<file path="config.mk">
export PLATFORM = sky130hd
export DESIGN_NAME = blocks_flat
export DESIGN_NICKNAME = d
export VERILOG_FILES = /design/src/rtl/blocks_pkg.sv /design/src/rtl/blocks_if.sv /design/src/rtl/blocks_brick_overlap.sv /design/src/rtl/blocks.sv /design/src/flat_wrapper.sv
export SDC_FILE = /design/constraint.sdc
export NUM_CORES = 1
export LEC_CHECK = 0
export ABC_AREA = 1
export BUFFER_PORTS_ARGS = -buffer_cell sky130_fd_sc_hd__buf_2
export CORE_UTILIZATION = 43
export CTS_CLUSTER_SIZE = 16
export DETAILED_ROUTE_END_ITERATION = 10
export GPL_ROUTABILITY_DRIVEN = 0
export PLACE_DENSITY = 0.72
export SLEW_MARGIN = 20
export SYNTH_ARGS = -nofsm -noshare
export SYNTH_HDL_FRONTEND = slang
export SYNTH_SLANG_ARGS = --single-unit
</file>
<file path="constraint.sdc">
create_clock -name clock -period 13.8 [get_ports clock]
set_input_delay 2.07 -clock clock [delete_from_list [all_inputs] [get_ports clock]]
set_output_delay 2.07 -clock clock [all_outputs]
set_load 0.01 [all_outputs]
</file>
<file path="src/rtl/blocks_pkg.sv">
// Purpose: shared geometry, FSM state and side encodings for the Breakout brick field.
// Latency: n/a (constants, types and one pure helper function).
// Backpressure: n/a.
package breakout_pkg;

    // Wall geometry; BRICK_W and BRICK_H are powers of two so pixel lookup is a bit slice.
    localparam int COLS     = 10;
    localparam int ROWS     = 4;
    localparam int BRICK_W  = 64;
    localparam int BRICK_H  = 16;
    localparam int TOP      = 64;
    localparam int R_BALL   = 8;
    localparam int N_BRICKS = COLS * ROWS;

    localparam logic [5:0] LAST_IDX = 6'(N_BRICKS - 1);
    localparam logic [9:0] HOME_X   = 10'd320;
    localparam logic [9:0] HOME_Y   = 10'd240;

    typedef enum logic [1:0] {
        ST_CLEAR  = 2'd0,
        ST_IDLE   = 2'd1,
        ST_SCAN   = 2'd2,
        ST_COMMIT = 2'd3
    } state_t;

    // Side the ball entered the brick from, one-hot {u, d, l, r}.
    localparam logic [3:0] SIDE_U = 4'b1000;
    localparam logic [3:0] SIDE_D = 4'b0100;
    localparam logic [3:0] SIDE_L = 4'b0010;
    localparam logic [3:0] SIDE_R = 4'b0001;

    // Signed coordinate type: one extra bit so x-R near the left edge stays negative.
    typedef logic signed [10:0] sc_t;

    // Top row is worth the most points.
    function automatic logic [2:0] brick_points(input logic [5:0] idx);
        return 3'(ROWS - (int'(idx) / COLS));
    endfunction

endpackage

</file>
<file path="src/rtl/blocks_if.sv">
// Purpose: ball-stage link - ball centre into the brick field, hit flags back out.
// Latency: wires only.
// Backpressure: none; flags are level signals held until the next scan starts.
interface blocks_if;
    logic [9:0] x_ball;
    logic [9:0] y_ball;
    logic       hit_block;
    logic       hit_block_u;
    logic       hit_block_d;
    logic       hit_block_l;
    logic       hit_block_r;

    // Ball stage drives the centre and consumes the flags.
    modport master (
        output x_ball, y_ball,
        input  hit_block, hit_block_u, hit_block_d, hit_block_l, hit_block_r
    );

    // Brick field consumes the centre and drives the flags.
    modport slave (
        input  x_ball, y_ball,
        output hit_block, hit_block_u, hit_block_d, hit_block_l, hit_block_r
    );
endinterface

</file>
<file path="src/rtl/blocks_brick_overlap.sv">
// Purpose: ball-box vs brick overlap test plus entry-side classification for one brick index.
// Latency: combinational. Ports: x_i/y_i ball centre, idx_i brick, overlap_o, side_o one-hot {u,d,l,r}.
// Backpressure: none.
module brick_overlap
    import breakout_pkg::*;
(
    input  logic [9:0] x_i,
    input  logic [9:0] y_i,
    input  logic [5:0] idx_i,
    output logic       overlap_o,
    output logic [3:0] side_o
);

    logic [3:0] col;
    logic [1:0] row;
    sc_t        left, right, top, bottom;
    sc_t        xs, ys;
    sc_t        du, dd, dl, dr;

    always_comb begin
        col    = 4'(int'(idx_i) % COLS);
        row    = 2'(int'(idx_i) / COLS);

        // Brick box is inset by one pixel on every side, leaving a 1-px gap line.
        left   = sc_t'(col) * sc_t'(BRICK_W) + sc_t'(1);
        right  = left + sc_t'(BRICK_W - 3);
        top    = sc_t'(TOP) + sc_t'(row) * sc_t'(BRICK_H) + sc_t'(1);
        bottom = top + sc_t'(BRICK_H - 3);

        xs     = sc_t'({1'b0, x_i});
        ys     = sc_t'({1'b0, y_i});

        // Penetration depth through each face; all non-negative means the boxes overlap.
        du     = (ys + sc_t'(R_BALL)) - top;
        dd     = bottom - (ys - sc_t'(R_BALL));
        dl     = (xs + sc_t'(R_BALL)) - left;
        dr     = right - (xs - sc_t'(R_BALL));

        overlap_o = !du[10] && !dd[10] && !dl[10] && !dr[10];

        // Shallowest penetration names the entry face; ties favour u, then d, then l.
        if ((du <= dd) && (du <= dl) && (du <= dr)) begin
            side_o = SIDE_U;
        end else if ((dd <= dl) && (dd <= dr)) begin
            side_o = SIDE_D;
        end else if (dl <= dr) begin
            side_o = SIDE_L;
        end else begin
            side_o = SIDE_R;
        end
    end

endmodule

</file>
<file path="src/rtl/blocks.sv">
// Purpose: 10x4 brick wall state, sequential hit scan on each ball move, score/count, per-pixel area.
// Latency: hit on brick k commits k+2 edges after a move (no hit: 41); area is combinational.
// Backpressure: none; moves arriving mid-scan are picked up afterwards because the latch still differs.
module blocks
    import breakout_pkg::*;
(
    input  logic        clock,
    input  logic        reset,
    input  logic        start,
    input  logic        endgame,
    input  logic [9:0]  next_x,
    input  logic [9:0]  next_y,
    blocks_if.slave     ball,
    output logic        area,
    output logic        scan_busy,
    output logic [15:0] score,
    output logic [5:0]  bricks_left,
    output logic        all_clear
);

    state_t                state_q, state_d;
    logic [5:0]            idx_q, idx_d;
    logic [9:0]            px_q, px_d;
    logic [9:0]            py_q, py_d;
    logic [N_BRICKS-1:0]   alive_q, alive_d;
    logic [15:0]           score_q, score_d;
    logic [5:0]            left_q, left_d;
    logic                  hit_q, hit_d;
    logic [3:0]            side_q, side_d;

    logic                  overlap;
    logic [3:0]            side;
    logic [16:0]           score_sum;

    brick_overlap u_overlap (
        .x_i       (px_q),
        .y_i       (py_q),
        .idx_i     (idx_q),
        .overlap_o (overlap),
        .side_o    (side)
    );

    always_ff @(posedge clock or negedge reset) begin
        if (!reset) begin
            state_q <= ST_CLEAR;
            idx_q   <= '0;
            px_q    <= HOME_X;
            py_q    <= HOME_Y;
            alive_q <= '1;
            score_q <= '0;
            left_q  <= 6'(N_BRICKS);
            hit_q   <= 1'b0;
            side_q  <= '0;
        end else begin
            state_q <= state_d;
            idx_q   <= idx_d;
            px_q    <= px_d;
            py_q    <= py_d;
            alive_q <= alive_d;
            score_q <= score_d;
            left_q  <= left_d;
            hit_q   <= hit_d;
            side_q  <= side_d;
        end
    end

    always_comb begin
        state_d   = state_q;
        idx_d     = idx_q;
        px_d      = px_q;
        py_d      = py_q;
        alive_d   = alive_q;
        score_d   = score_q;
        left_d    = left_q;
        hit_d     = hit_q;
        side_d    = side_q;
        score_sum = {1'b0, score_q} + {14'd0, brick_points(idx_q)};

        if (!start) begin
            // Dropping start restores the whole wall from any state, abandoning a scan.
            state_d = ST_CLEAR;
            idx_d   = '0;
            px_d    = HOME_X;
            py_d    = HOME_Y;
            alive_d = '1;
            score_d = '0;
            left_d  = 6'(N_BRICKS);
            hit_d   = 1'b0;
            side_d  = '0;
        end else begin
            unique case (state_q)
                ST_CLEAR: state_d = ST_IDLE;
                ST_IDLE: begin
                    if (!endgame && ((ball.x_ball != px_q) || (ball.y_ball != py_q))) begin
                        px_d    = ball.x_ball;
                        py_d    = ball.y_ball;
                        hit_d   = 1'b0;
                        side_d  = '0;
                        idx_d   = '0;
                        state_d = ST_SCAN;
                    end
                end
                ST_SCAN: begin
                    if (alive_q[idx_q] && overlap) begin
                        // Flags, wall and score all update on the edge that enters COMMIT,
                        // so a hit on brick k is visible k+2 edges after the move.
                        hit_d          = 1'b1;
                        side_d         = side;
                        alive_d[idx_q] = 1'b0;
                        score_d        = score_sum[16] ? 16'hFFFF : score_sum[15:0];
                        left_d         = left_q - 6'd1;
                        state_d        = ST_COMMIT;
                    end else if (idx_q == LAST_IDX) begin
                        state_d = ST_COMMIT;
                    end else begin
                        idx_d = idx_q + 6'd1;
                    end
                end
                ST_COMMIT: state_d = ST_IDLE;
                default:   state_d = ST_CLEAR;
            endcase
        end
    end

    // Per-pixel wall lookup for the VGA mixer.
    logic [9:0] ry;
    logic [3:0] pcol;
    logic [1:0] prow;
    logic [5:0] pidx;
    logic       in_band;
    logic       on_gap;

    always_comb begin
        ry      = next_y - 10'(TOP);
        pcol    = next_x[9:6];
        prow    = ry[5:4];
        pidx    = 6'(prow) * 6'(COLS) + 6'(pcol);
        in_band = (next_y >= 10'(TOP)) && (next_y < 10'(TOP + ROWS * BRICK_H));
        on_gap  = (next_x[5:0] == 6'd0) || (next_x[5:0] == 6'h3F) ||
                  (ry[3:0] == 4'd0) || (ry[3:0] == 4'hF);
        area    = in_band && !on_gap && (pcol < 4'(COLS)) && alive_q[pidx];
    end

    assign ball.hit_block   = hit_q;
    assign ball.hit_block_u = side_q[3];
    assign ball.hit_block_d = side_q[2];
    assign ball.hit_block_l = side_q[1];
    assign ball.hit_block_r = side_q[0];

    assign scan_busy   = (state_q == ST_SCAN);
    assign score       = score_q;
    assign bricks_left = left_q;
    assign all_clear   = (left_q == 6'd0);

endmodule

</file>
<file path="src/flat_wrapper.sv">
// flat-port wrapper written by rule: the top's interface ports become plain ports
module blocks_flat import breakout_pkg::*;
  (clock, reset, start, endgame, next_x, next_y, area, scan_busy, score, bricks_left, all_clear, ball_x_ball, ball_y_ball, ball_hit_block, ball_hit_block_u, ball_hit_block_d, ball_hit_block_l, ball_hit_block_r);
  blocks_if ball_i ();
  input  logic clock;
  input  logic reset;
  input  logic start;
  input  logic endgame;
  input  logic [9:0] next_x;
  input  logic [9:0] next_y;
  output logic area;
  output logic scan_busy;
  output logic [15:0] score;
  output logic [5:0] bricks_left;
  output logic all_clear;
  input wire logic [$bits(ball_i.x_ball)-1:0] ball_x_ball;
  input wire logic [$bits(ball_i.y_ball)-1:0] ball_y_ball;
  output wire logic [$bits(ball_i.hit_block)-1:0] ball_hit_block;
  output wire logic [$bits(ball_i.hit_block_u)-1:0] ball_hit_block_u;
  output wire logic [$bits(ball_i.hit_block_d)-1:0] ball_hit_block_d;
  output wire logic [$bits(ball_i.hit_block_l)-1:0] ball_hit_block_l;
  output wire logic [$bits(ball_i.hit_block_r)-1:0] ball_hit_block_r;
  assign ball_i.x_ball = ball_x_ball;
  assign ball_i.y_ball = ball_y_ball;
  assign ball_hit_block = ball_i.hit_block;
  assign ball_hit_block_u = ball_i.hit_block_u;
  assign ball_hit_block_d = ball_i.hit_block_d;
  assign ball_hit_block_l = ball_i.hit_block_l;
  assign ball_hit_block_r = ball_i.hit_block_r;
  blocks u_core (.clock(clock), .reset(reset), .start(start), .endgame(endgame), .next_x(next_x), .next_y(next_y), .ball(ball_i), .area(area), .scan_busy(scan_busy), .score(score), .bricks_left(bricks_left), .all_clear(all_clear));
endmodule
</file>
Word level (Yosys, flattened, before mapping) --
Cells that the tools add are included.
Word-level totals: word-level logic and storage cells 139, bits of input ports 44, register bits after elaboration 95, output and inout bits 30
Cells by class: reductions and logical operators 33, bitwise gates (word level) 2, equal/unequal tests 18, add/subtract/negate cells 19, mux-type cells 43, $lt $le $gt $ge 12, div/mod/pow operators 2, multipliers 1
Operator list (count):
- 40-bit 2-to-1 mux | 3
- 11-bit <= comparator | 6
- 16-bit 2-to-1 mux | 4
- 10-bit 2-to-1 mux | 6
- 6-bit 2-to-1 mux | 7
- 40-bit AND | 1
- 40-bit NOT | 1
- 11-bit subtractor | 3
- 7-bit by 5-bit divider with 32-bit output, second input constant | 1
- 7-bit by 5-bit modulo with 32-bit output, second input constant | 1
- 10-bit by 4-bit adder with 11-bit output, second input constant | 2
- 10-bit by 4-bit subtractor with 11-bit output, second input constant | 2
- 10-bit inequality test | 2
- 16-bit by 3-bit adder with 17-bit output | 1
- 4-bit 2-to-1 mux | 4
- 6-bit by 7-bit less-than comparator with 1-bit output, second input constant | 2
- 1-bit logical AND | 13
- 1-bit binary-select mux with 6-bit select | 2
- 6-bit == test, second input constant | 2
- 6-bit zero test | 2
- 6-bit case mux with 2 select lines | 1
- 6-bit by 1-bit subtractor with 6-bit output, second input constant | 2
- 10-bit by 1-bit adder with 11-bit output, second input constant | 1
- 11-bit by 7-bit adder with 11-bit output, second input constant | 1
- 35 further kinds | 60

Depth between registers and ports, before layout --
Gate-level depths: netlist of run 1.
word-level depth 13, gate-level depth with buffers 41, mapped depth without buffers 41

Cells and area by module --
A second synthesis of run 1 with hierarchy kept.
Unflattened totals: cells, all modules 1454, area total of the unflattened synthesis 9869.5 µm²
By module, submodules not included:
- blocks | area each 6465.0 µm², cells each 918, instances 1, seq. area each 2437.3 µm²
- brick_overlap | area each 3404.5 µm², cells each 536, instances 1, seq. area each 0.0 µm²

Least setup slack after synthesis of run 1 --
Ideal clock, no wire load.
path type input-to-output, start input next_x[7], end output area, stages 9, arrival time 3.593 ns, required time 11.730 ns, path buffers 0, path slack 8.137 ns, cell sequence ha_1 > fa_1 > inv_1 > a31oi_1 > o21ai_0 > o211ai_1 > a31o_2 > o21ai_0 > nor2_1
On the way: longest elaborated chain between the ends 4, elaborated cells between the ends (all ways) 6, classes of those cells 1 x add/sub; 1 x order compare; 2 x mux; 2 x reduce/logical
Ends and longest elaborated chain:
- from (decl) | line flat_wrapper.sv:9 | input logic [9:0] next_x;
- 6-bit by 4-bit adder with 6-bit output | line blocks.sv:137 | pidx = 6'(prow) * 6'(COLS) + 6'(pcol);
- 1-bit binary-select mux with 6-bit select | line blocks.sv:141 | area = in_band && !on_gap && (pcol < 4'(COLS)) && alive_q[pidx];
- 1-bit 2-to-1 mux (implied by the code) | line blocks.sv:141
- 1-bit logical AND (*) | line blocks.sv:141
- to (decl) | line flat_wrapper.sv:11 | output logic area;
Every way passes the cells marked *; elsewhere a longest branch is shown, timed or not. The select of a mux whose other input is x is not followed.

Final worst setup path of run 1 --
Ends and elaborated chain as after synthesis.

==> results of run 1 <==
## flip-flops by register name, indices dropped and copies added (netlist names)
name / cells
u_core.alive_q: 40
u_core.ball.hit_block: 1
u_core.bricks_left: 6
u_core.idx_q: 6
u_core.px_q: 10
u_core.py_q: 10
u_core.score: 16
u_core.side_q: 4
u_core.state_q: 2
## metrics by stage
stage / setup slack, ns / std cells / hold slack, ns
global route: 7.606 / 1650 / 0.4900
global placement: 7.809 / 1634 / 0.4655
finish: 7.789 / 1650 / 0.4805
detailed placement: 7.806 / 1634 / 0.4631
CTS: 7.788 / 1650 / 0.4808
floorplan: 8.137 / 1318 / 0.4584
## cells in the final DEF, fill, tap and decap left out, drive strengths merged, types with 47 or more instances in the layout
cell type | synthesis | layout
nand2 | 385 | 385
inv | 177 | 182
o21ai | 155 | 155
ha | 116 | 116
nor2 | 96 | 96
buf | 21 | 76
nand3 | 63 | 63
a21oi | 59 | 59
dfstp | 48 | 48
dfrtp | 47 | 47
## layer usage
layer	vias up	track usage	share of wire
met5	-	0	0
met1	3879	0.3140	0.50
met3	26	0.01933	0.049
li1	4366	-	-
met2	239	0.3430	0.43
met4	0	0.05722	0.016
## cell families (layout without fill, tap and decap cells)
kind of cell / after synthesis / count (layout) / synth area share
xor+xnor: 59 / 59 / 0.05604
compound gates: 242 / 242 / 0.1400
buf+inv: 212 / 269 / 0.09581
simple gates: 588 / 588 / 0.2733
fa+ha+maj: 122 / 122 / 0.1704
flops: 95 / 95 / 0.2644
## cell type report
| type | count | area (µm²) |
|---|---|---|
| fill | 2096 | 11000 |
| clock buffer | 11 | 242.7 |
| sequential | 95 | 2439 |
| clock inverter | 5 | 38.79 |
| multi-input combinational | 1011 | 5903 |
| timing repair buffer | 76 | 390.4 |
| inverter | 177 | 666.9 |
| tap | 275 | 344.1 |
## worst max-delay path, stage by stage
cell and delay (ns):
buf_2 0.10, ha_1 0.22, fa_1 0.60, inv_1 0.12, a31oi_1 0.14, o21ai_0 0.11
o211ai_1 0.12, a31o_2 0.17, o21ai_0 0.07, nor2_1 0.09, buf_2 0.13
## path summary, 6_finish.rpt
path                                     from                  to  slack (ns)  depth (start not counted)
max                                 next_x[7]                area        7.79                         11
min                        u_core.alive_q[31]  u_core.alive_q[31]        0.48                          2
max reg2reg                   u_core.idx_q[3]     u_core.score[0]        8.41                         33
min reg2reg                u_core.alive_q[31]  u_core.alive_q[31]        0.48                          2
max in group asynchronous               reset     u_core.idx_q[0]       10.93                          2
min in group asynchronous               reset      u_core.px_q[3]        1.64                          1
## power by group
group / switching [mW] / total, mW / leakage (nW) / internal [mW]
logic: 0.564 / 0.896 / 3.84 / 0.332
clock network: 0.118 / 0.248 / 0.143 / 0.130
registers: 0.0272 / 0.323 / 1.14 / 0.296
total: 0.709 / 1.47 / 5.12 / 0.758
==> flow_summary.yaml, run 1 <==
run_status:
  status: "completed"
layout:
  drive_gt1_frac: 0.1411
  antenna_cells: 0
  stdcell_area_mm2: 0.01002
  synthToLayoutAreaGrowth_pct: 8.726
  postLayoutCoreUtil: 0.4769
  nets: 1536
grt:
  antenna_found_initial: 0
  grt_max_degree: 68
  grt_pass1_wl_um: 38760
  grt_use_total: 0.2166
  grt_overflow: 0
  grt_pass1_vias: 7957
timing:
  finClkSkew_ns: 0.01204
  finalCritPeriodShare: 0.4356
  tightest_slew_ns: 1.027
  rsz0062_at_grt: "false"
  drv_slew: 0
  fin_crit_ns: 6.011
  hold_viol: 0
  max-slew-margin-rel: 0.3125
  finalSetupTns_ns: 0
  fmax_mhz: 166.4
  finalSetupViolations: 0
synth:
  ys_types: 46
  synth_top_area_cell: "ha_1"
  yosys_warnings: 0
  yosysMostFrequentCell: "nand2_1"
  synth.area.top_cells: "ha_1, nand2_1, dfstp_2"
  synth_top_area_share: 0.1574
  syn_area_mm2: 0.009220
  ys_seq_area_frac: 0.2644
  syn_area_per_cell_um2: 6.996
  synth_edf_count: 0
  synth-main-ff-cell: "dfstp_2"
  synthCells: 1318
  syn-num-nets: 1484
  ys_ff_latch: 95
  yosys-top-cells-count: "nand2_1, inv_1, ha_1"
  async_flop_share: 1.000
clock_tree:
  clkTransAtPathRegs_ns: 0.07
  clkSinkCount: 95
  cts_resized: 0
  cts_setup_buffers: 0
  holdBufCountCts: 0
  clkLatencyLatePin_ns: 0.35
  cts_tree: "built"
  h-tree-depth: 3
  cts_made_buffers: 9
  cts_root_buf: "clkbuf_16"
  cts_buffer_depth: 2
placement:
  numPortBuffers: 73
  place_hpwl_um: 17560
  place_area_mm2: 0.009742
floorplan:
  start_util: 0.4386
  die-width_um: 148.4
  die_h_um: 148.4
  fp-row-count: 53
  die_area_mm2: 0.02203
  io_pins: 74
  core_area_mm2: 0.02102
critical_path:
  worstPathRequired_ns: 11.73
  worstSetupEndpointType: "output pin"
  cp.arrival_ns: 3.94
  crit_type: "in -> out"
  start_kind: "input port"
  crit_path_max_fanout: 6
drt:
  drcViolationCount: 0
  drt_pre_antenna_iters: 5
  wl_per_cell_um: 13.81
  first_iter_violations: 560
  via_per_inst: 5.158
  route.vias.total: 8510
  wl_um: 22780
  final_antenna_net_count: 0
run:
  cap_violations: 0
power:
  leakage_nw: 5.124
  powerDensity_mw_per_mm2: 146.4
  vdd_drop_max_mv: 0.08314
  p_total_mw: 1.467
min_path:
  hold_path_class: "reg -> reg"
Note: power is estimated with default switching activity, not from simulation.
==> inputs of run 2 (changes only) <==
--- a/config.mk
+++ b/config.mk
@@ -11,7 +11,7 @@
 export CTS_CLUSTER_SIZE = 16
 export DETAILED_ROUTE_END_ITERATION = 10
 export GPL_ROUTABILITY_DRIVEN = 0
-export PLACE_DENSITY = 0.72
+export PLACE_DENSITY = 0.75
 export SLEW_MARGIN = 20
 export SYNTH_ARGS = -nofsm -noshare
 export SYNTH_HDL_FRONTEND = slang
==> constraint.sdc (replaced) <==
create_clock -name clock -period 5.35 [get_ports clock]
set_input_delay 0.8025 -clock clock [delete_from_list [all_inputs] [get_ports clock]]
set_output_delay 0.8025 -clock clock [all_outputs]
set_load 0.01 [all_outputs]
==> run 2 against run 1 <==
  * Utilization increased by 0.83 points
  * Flip-flop and latch count unchanged
  * Cell count increased by 0.36%
  * Register-to-register slack got worse by 8.1 ns
  * Sequential power increased to 2.5 times the previous value
  * Power increased to 2.7 times the previous value
  * Setup slack got worse by 7.4 ns
  * Wire length increased by 5.2%
  * Critical path depth increased by 25
  * Clock-buffer cell count decreased by 1
  * Clock skew decreased by 0.0012 ns
  * Sequential share of layout area decreased by 0.42 points
  * Critical path type is now reg -> reg
  * Largest cell class unchanged
==> flow_summary.yaml, run 2 (synthesis gave the netlist of run 1 again) <==
drt:
  drt-met1-wl_um: 11470
  topRoutingLayerUsed: "met4"
  wl_um: 23970
  wl_per_cell_um: 14.47
  first_iter_violations: 653
  final_antenna_net_count: 0
  route.vias.total: 8764
  drt_pre_antenna_iters: 5
  drcViolationCount: 0
  wl_met2_um: 10600
  met3_length_um: 1325
  via_per_inst: 5.292
placement:
  numPortBuffers: 73
  place_hpwl_um: 17800
  dp.cells: 1639
  place_area_mm2: 0.009779
timing:
  finClkSkew_ns: 0.01080
  worst_hold_slack_ns: 0.4804
  finalSetupViolations: 0
  fmax_mhz: 199.6
  max-slew-margin-rel: 0.4878
  drv_slew: 0
  finalCritPeriodShare: 0.9363
  tightest_slew_ns: 0.7683
  fin_crit_ns: 5.009
  hold_viol: 0
  finalSetupTns_ns: 0
power:
  leakage_nw: 5.163
  power_frac_comb: 0.618
  p_total_mw: 3.982
  clockPowerShare: 0.178
  vdd_drop_max_mv: 0.2711
  p_seq_frac: 0.204
  power_switching_mw: 1.924
  switching_share: 0.4832
  p_int_mw: 2.058
  powerDensity_mw_per_mm2: 390.4
critical_path:
  crit_path_max_incr_delay_ns: 0.47
  cpMostUsedCell: "nand2_1"
  start_kind: "register"
  crit_family: "simple AND/OR/NAND/NOR gates"
  worstPathRequired_ns: 5.63
  critPathBufInv: 8
  worstSetupEndpointType: "register"
  crit_type: "reg -> reg"
  crit_path_max_fanout: 8
  cp.arrival_ns: 5.29
  cp_slowest_cell: "dfrtp_2"
clock_tree:
  cts_root_buf: "clkbuf_16"
  clkTransAtPathRegs_ns: 0.08
  clkLatencyLatePin_ns: 0.36
  h-tree-depth: 3
  cts_tree: "built"
  cts_buffer_depth: 2
  cts_made_buffers: 9
  clkSinkCount: 95
run:
  cap_violations: 0
floorplan:
  io_pins: 74
  core_area_mm2: 0.02102
  start_util: 0.4386
  die-width_um: 148.4
  fp-row-count: 53
  die_area_mm2: 0.02203
  die_h_um: 148.4
min_path:
  hold_path_class: "in -> async"
layout:
  final_cell_mix: "nand2_1, inv_1, ha_1"
  layout_commonest_cell: "nand2_1"
  fill_cells: 2023
  synthToLayoutAreaGrowth_pct: 10.63
  nets: 1542
  fin_cells: 1656
  antenna_cells: 0
  largest_register: "u_core.alive_q"
  stdcell_area_mm2: 0.01020
  drive_gt1_frac: 0.1564
  largest_reg_flops: 40
grt:
  grt_pass1_vias: 8098
  grt_pass1_wl_um: 39740
  grt_max_degree: 67
  grt_overflow: 0
  antenna_found_initial: 0
  grt_use_total: 0.2240
run_status:
  status: "completed"
==> run 2: changes by cell type in the layout (fill, tap and decap cells not counted), sizes merged <==
cell	delta
buf	+6
inv	-3
clkinv	+2
bufinv	+1
clkbuf	-1
clkinvlp	+1
==> run 2: layout make-up <==
type / instances / area (µm²) / share of cell area
inverters: 177 / 666.9 / 0.06538
repair buffers: 82 / 435.4 / 0.04269
flip-flops and latches: 95 / 2439 / 0.2391
well taps: 275 / 344.1 / 0.03373
clock inverters: 6 / 75.07 / 0.007360
clock buffers: 10 / 239.0 / 0.02343
multi-input cells: 1011 / 6001 / 0.5883
==> run 2: metrics by stage <==
| stage | setup slack [ns] | util |
|---|---|---|
| floorplan | 0.7770 | - |
| global placement | 0.4359 | 0.4652 |
| detailed placement | 0.2816 | 0.4652 |
| CTS | 0.2276 | 0.4802 |
| global route | -0.01384 | 0.4852 |
| finish | 0.3406 | 0.4852 |
==> run 2: worst register-to-register path, delay by kind of cell, from the launching register on <==
family | cells | cell delay [ns]
buffers and inverters | 8 | 0.57
AO/OA/AOI/OAI | 2 | 0.19
flip-flops | 1 | 0.47
adder cells (fa/ha/maj) | 6 | 1.70
AND/OR/NAND/NOR | 20 | 2.01
==> run 2: per-layer routing <==
| layer | GRT usage | vias to the layer above |
|---|---|---|
| li1 | - | 4385 |
| met1 | 0.3186 | 4063 |
| met5 | 0 | - |
| met3 | 0.03405 | 40 |
| met4 | 0.06907 | 0 |
| met2 | 0.3472 | 276 |
==> run 2: timing repair <==
| action | 4_1_cts | 5_1_grt |
|---|---|---|
| hold buffers | 0 | 0 |
| setup buffers | 0 | 1 |
| resized for setup | 0 | 18 |
| setup endpoints to repair | 0 | 8 |
==> run 2: path summary, 6_finish.rpt <==
kind | to | startpoint | cells past startpoint | slack (ns)
hold reg to reg | u_core.alive_q[25] | u_core.alive_q[25] | 2 | 0.48
max in group asynchronous | u_core.idx_q[3] | reset | 2 | 3.81
setup / recovery | u_core.side_q[1] | u_core.idx_q[3] | 36 | 0.34
min in group clock | u_core.alive_q[25] | u_core.alive_q[25] | 2 | 0.48
hold / removal | u_core.idx_q[0] | reset | 1 | 0.48
setup reg to reg | u_core.side_q[1] | u_core.idx_q[3] | 36 | 0.34
==> run 2: power by group through the flow <==
stage	sequential (mW)	clock, mW	combinational [mW]
final	0.813	0.707	2.46
after global routing	0.820	0.749	2.83
after CTS	0.812	0.727	2.34
after detailed placement	0.824	0	2.33
after global placement	0.823	0	2.25
after floorplan	0.810	0	1.79
